<file path="src/rtl/imem_arb_pkg.sv">
// Shared types and helpers for the instruction-memory port arbiter.
// Owner encoding is 3 bits so the response register stays a plain enum.
package imem_arb_pkg;

  typedef enum logic [2:0] {
    RESP_NONE      = 3'd0,
    RESP_FETCH     = 3'd1,
    RESP_LOAD      = 3'd2,
    RESP_ERR_FETCH = 3'd3,
    RESP_ERR_LOAD  = 3'd4
  } owner_e;

  localparam logic [31:0] ERR_RDATA = 32'h0;

  // Word-aligned and the whole word fits inside the memory.
  function automatic logic addr_legal(input logic [63:0] addr,
                                      input logic [63:0] depth_bytes);
    return (addr[1:0] == 2'b00) &&
           (depth_bytes >= 64'd4) &&
           (addr <= depth_bytes - 64'd4);
  endfunction

endpackage

</file>
<file path="src/rtl/imem_arb_resp.sv">
// Response owner register and routing of the one-cycle memory response
// (or a synthesized error) back to whichever requester was granted.
module imem_arb_resp
  import imem_arb_pkg::*;
(
  input  logic        clk,
  input  logic        rst,
  input  owner_e      owner_d,
  input  logic        load_we_d,
  input  logic [31:0] m_rdata,
  output logic        f_rvalid,
  output logic [31:0] f_rdata,
  output logic        f_err,
  output logic        l_rvalid,
  output logic [31:0] l_rdata,
  output logic        l_err
);

  owner_e owner_q;
  logic   load_we_q;

  always_ff @(posedge clk) begin
    if (rst) begin
      owner_q   <= RESP_NONE;
      load_we_q <= 1'b0;
    end else begin
      owner_q   <= owner_d;
      load_we_q <= load_we_d;
    end
  end

  always_comb begin
    f_rvalid = 1'b0;
    f_rdata  = ERR_RDATA;
    f_err    = 1'b0;
    l_rvalid = 1'b0;
    l_rdata  = ERR_RDATA;
    l_err    = 1'b0;
    case (owner_q)
      RESP_FETCH: begin
        f_rvalid = 1'b1;
        f_rdata  = m_rdata;
      end
      RESP_LOAD: begin
        // Write acks carry no data; only reads forward the memory word.
        l_rvalid = 1'b1;
        l_rdata  = load_we_q ? 32'h0 : m_rdata;
      end
      RESP_ERR_FETCH: begin
        f_rvalid = 1'b1;
        f_err    = 1'b1;
      end
      RESP_ERR_LOAD: begin
        l_rvalid = 1'b1;
        l_err    = 1'b1;
      end
      default: ;
    endcase
  end

endmodule

</file>
<file path="src/rtl/imem_port_arbiter.sv">
// Single-port instruction memory arbiter: loader has priority, fetch is
// guaranteed a slot after STARVE_LIMIT consecutive loader grants.
module imem_port_arbiter
  import imem_arb_pkg::*;
#(
  parameter int ADDR_W       = 32,
  parameter int DEPTH_BYTES  = 256,
  parameter int STARVE_LIMIT = 4
) (
  input  logic              clk,
  input  logic              rst,
  input  logic              f_req,
  input  logic [ADDR_W-1:0] f_addr,
  output logic              f_gnt,
  output logic              f_rvalid,
  output logic [31:0]       f_rdata,
  output logic              f_err,
  input  logic              l_req,
  input  logic              l_we,
  input  logic [ADDR_W-1:0] l_addr,
  input  logic [31:0]       l_wdata,
  output logic              l_gnt,
  output logic              l_rvalid,
  output logic [31:0]       l_rdata,
  output logic              l_err,
  output logic              m_en,
  output logic              m_we,
  output logic [ADDR_W-1:0] m_addr,
  output logic [31:0]       m_wdata,
  input  logic [31:0]       m_rdata
);

  localparam int          SW         = $clog2(STARVE_LIMIT + 1);
  localparam logic [SW-1:0] STARVE_MAX = SW'(STARVE_LIMIT);
  localparam logic [63:0] DEPTH64    = 64'(DEPTH_BYTES);

  logic [SW-1:0] starve_q, starve_d;
  logic          f_legal, l_legal;
  logic          fetch_wins, grant_f, grant_l;
  owner_e        owner_d;
  logic          load_we_d;

  always_comb begin
    f_legal    = addr_legal(64'(f_addr), DEPTH64);
    l_legal    = addr_legal(64'(l_addr), DEPTH64);
    fetch_wins = f_req && (!l_req || (starve_q == STARVE_MAX));
    // Grants are held off during reset so nothing reaches memory.
    grant_f    = !rst && fetch_wins;
    grant_l    = !rst && l_req && !fetch_wins;
  end

  always_comb begin
    owner_d   = RESP_NONE;
    load_we_d = 1'b0;
    m_en      = 1'b0;
    m_we      = 1'b0;
    m_addr    = '0;
    m_wdata   = '0;
    if (grant_f) begin
      owner_d = f_legal ? RESP_FETCH : RESP_ERR_FETCH;
      if (f_legal) begin
        m_en   = 1'b1;
        m_addr = f_addr;
      end
    end else if (grant_l) begin
      owner_d   = l_legal ? RESP_LOAD : RESP_ERR_LOAD;
      load_we_d = l_we;
      if (l_legal) begin
        m_en    = 1'b1;
        m_we    = l_we;
        m_addr  = l_addr;
        m_wdata = l_wdata;
      end
    end
  end

  always_comb begin
    starve_d = starve_q;
    if (!f_req || grant_f) begin
      starve_d = '0;
    end else if (grant_l && (starve_q != STARVE_MAX)) begin
      starve_d = starve_q + 1'b1;
    end
  end

  always_ff @(posedge clk) begin
    if (rst) begin
      starve_q <= '0;
    end else begin
      starve_q <= starve_d;
    end
  end

  assign f_gnt = grant_f;
  assign l_gnt = grant_l;

  imem_arb_resp u_resp (
    .clk      (clk),
    .rst      (rst),
    .owner_d  (owner_d),
    .load_we_d(load_we_d),
    .m_rdata  (m_rdata),
    .f_rvalid (f_rvalid),
    .f_rdata  (f_rdata),
    .f_err    (f_err),
    .l_rvalid (l_rvalid),
    .l_rdata  (l_rdata),
    .l_err    (l_err)
  );

endmodule

</file>
<file path="config.mk">
export PLATFORM = sky130hd
export DESIGN_NAME = imem_port_arbiter
export DESIGN_NICKNAME = d
export VERILOG_FILES = /design/src/rtl/imem_arb_pkg.sv /design/src/rtl/imem_arb_resp.sv /design/src/rtl/imem_port_arbiter.sv
export SDC_FILE = /design/constraint.sdc
export NUM_CORES = 1
export LEC_CHECK = 0
export CORE_AREA = 4 4 103 105
export CTS_CLUSTER_DIAMETER = 120
export DETAILED_ROUTE_END_ITERATION = 6
export DIE_AREA = 0 0 107 109
export HOLD_SLACK_MARGIN = 0.1
export SLEW_MARGIN = 20
export SYNTH_ARGS = -nofsm -noshare
export SYNTH_HDL_FRONTEND = slang
export SYNTH_SLANG_ARGS = --single-unit
export TNS_END_PERCENT = 100
</file>
<file path="constraint.sdc">
create_clock -name clk -period 2 [get_ports clk]
set_input_delay 0.3 -clock clk [delete_from_list [all_inputs] [get_ports clk]]
set_output_delay 0.3 -clock clk [all_outputs]
set_load 0.02 [all_outputs]
</file>
==> impl_metrics.toml <==
[outcome]
status = "finished, violations left"
violations = "setup timing"

[placed_design]
gp_congestion = 0.734
numPortBuffers = 242
place_hpwl_um = 7890
placedInstanceArea_mm2 = 0.00403
dp_slack_ps = -738

[clock_network]
root_buffer = "clkbuf_8"
tritoncts = "done"
clkLatencyLatePin_ps = 230
path_clk_slew_ps = 40
cts.path.max_buffers = 2
cts_buffers = 3
cts_hold_buffers = 0
htree_levels = 1
cts_num_sinks = 7

[flow_run]
maxCapViolCount = 0

[floorplan]
die_y_um = 109
initial_core_util_pct = 14.8
fp.dieArea_mm2 = 0.0117
fp.dieW_um = 107
coreArea_mm2 = 0.00964
io_pins = 269
row_count = 36

[power_and_ir_drop]
power_leakage_nw = 2.24
power.density_mw_per_mm2 = 195
total_power_mw = 0.854
ir_drop_mv = 0.110

[min_path]
worstHoldPathCells = 2
hold_start = "starve_q[0]$_SDFFE_PP0P_"
holdPathEnd = "starve_q[0]$_SDFFE_PP0P_"
hold_class = "flop to flop"

[timing]
fin_crit_sh_pct = 105
setup_ws_ps = -101
hold_viol = 0
maxSlewViolCount = 0
period_needed_ps = 2100
skew_ps = 1.26
fmax_mhz = 476
setup_viol = 40
grt_setup_unrepaired = "true"

[global_routing]
antenna_found_initial = 0
grt_pass1_vias = 2458
globalRoute.totalOverflow = 0
grt_pass1_wl_um = 12800
groute.usage.overall_pct = 14.0
grt_max_degree = 33

[yosys]
avgSynthCellArea_um2 = 7.04
syn_area_mm2 = 0.00142
yosys.area.top_type = "and2_1"
ys_seq_elements = 7
syn_inst = 202
synth_area_leaders = "and2_1 43%, buf_4 14%, dfxtp_1 9.9%"
seq_area_frac_synth_pct = 9.85
yosys_warnings = 0
synth_top_area_share_pct = 43.1
synth_cell_types = 29

[route]
drc = 0
drt_iter0_markers = 44
drt-total-wl_um = 9680
via_per_inst = 3.94
dr.pass1.iters = 4
vias = 2394
wl_per_cell_um = 15.9
drtAntennaViolNets = 0

[critical_path]
r2r_setup_slack_ps = 520
worst_setup_path_end_kind = "output pin"
critPathKind = "flop to output pin"
cp.arrival_ps = 1800
critPathLaunchType = "flop"
reg2regPathDepth = 8
path_max_fanout = 7
reg2reg_from = "starve_q[1]$_SDFFE_PP0P_"
r2r_end = "u_resp.owner_q[1]$_SDFF_PP0_"
crit_required_ps = 1700

[finish]
final_area_mm2 = 0.00439
final_common_cell = "clkdlybuf4s50_1"
fin_util_pct = 45.5
layout_common_cells = "93 x clkdlybuf4s50_1, 65 x and2_1, 45 x buf_6"
fill_cells = 1001
num-nets-final = 611
area_delta_synth_final_pct = 208
drive_above_1_share_pct = 39.6
antenna_cells = 0
-- kinds of logic after synthesis --
logic type / count (synthesis) / share of synthesized area, %
mux: 1 / 0.704
simple gates: 142 / 61.9
buf+inv: 38 / 18.5
fa+ha+maj: 2 / 1.76
other cells: 1 / 0.264
compound gates: 10 / 6.42
flops: 7 / 9.85
xor+xnor: 1 / 0.616
-- per-stage QoR --
step	cells	TNS [ps]	hold WS (ps)
after floorplan	227	0	406
after global placement	585	-29090	502
after detailed placement	585	-29950	507
after CTS	599	-7150	506
after global routing	608	-6560	524
final	608	-2780	504
-- per-layer routing --
layer | global-route usage [%] | up-vias | wire [µm]
met2 | 29.9 | 166 | 5490
met4 | 3.01 | 0 | 120
met1 | 12.8 | 1064 | 3050
met5 | 0 | - | 0
met3 | 3.91 | 8 | 1010
li1 | - | 1156 | -
-- cell usage after synthesis --
cell type	n
xnor2_1	1
buf_6	3
and3b_1	1
nand2b_1	1
nor4_1	12
nand3_1	3
conb_1	1
and2_1	98
clkbuf_1	6
nor2_1	8
nor4b_1	1
nor2b_1	3
and2_0	6
nor3b_1	2
nor3_4	1
mux2i_1	1
a32o_1	6
inv_1	3
nand3b_1	1
ha_1	2
and4_1	1
o21ai_0	1
nand4_1	2
nand2_1	2
buf_4	26
a21boi_0	1
a21boi_2	1
dfxtp_1	7
a21o_1	1
-- state kept, by name (all words and copies together), names as in the netlist --
name / count
starve_q: 3
u_resp.load_we_q: 1
u_resp.owner_q: 3
-- timing repair --
| action | CTS | global route |
|---|---|---|
| resized for setup | 397 | 166 |
| setup buffers | 7 | 10 |
| gates cloned | 3 | 3 |
| pin swaps | 41 | 30 |
| setup endpoints to repair | 106 | 101 |
-- final cells by class --
type,count,area [µm²],share of cell area [%]
inverter,3,11.3,0.257
multi-input combinational,182,1330,30.3
timing repair buffer,279,2690,61.4
tap,133,166,3.79
sequential,7,143,3.25
clock buffer,4,45.0,1.03
-- report_power, final --
part           total (mW)  leakage, nW  switching [mW]  internal (mW)
Combinational       0.509         2.16           0.205          0.303
Sequential          0.149       0.0582         0.00398          0.145
Clock               0.196       0.0228          0.0582          0.138
-- worst max-delay path by stage --
stage / startpoint / end / depth (start not counted)
6_report: starve_q[1]$_SDFFE_PP0P_ / m_addr[6] / 10
5_1_grt: starve_q[0]$_SDFFE_PP0P_ / m_addr[3] / 10
4_1_cts: starve_q[1]$_SDFFE_PP0P_ / m_wdata[19] / 10
3_5_place_dp: l_addr[1] / m_wdata[31] / 7
3_3_place_gp: l_addr[15] / m_wdata[31] / 7
2_1_floorplan: starve_q[0]$_SDFFE_PP0P_ / m_wdata[22] / 7
-- critical path, cell delays in order, from the launching register on --
cell      delay (ps)
dfxtp_2          310
inv_2             60
ha_4             130
nand3_2           70
nand3b_1         190
buf_4            150
inv_2             30
buf_6            120
and2_4           130
a32o_2           230
buf_6            130
No activity file was read; power rests on OpenSTA's default activity.
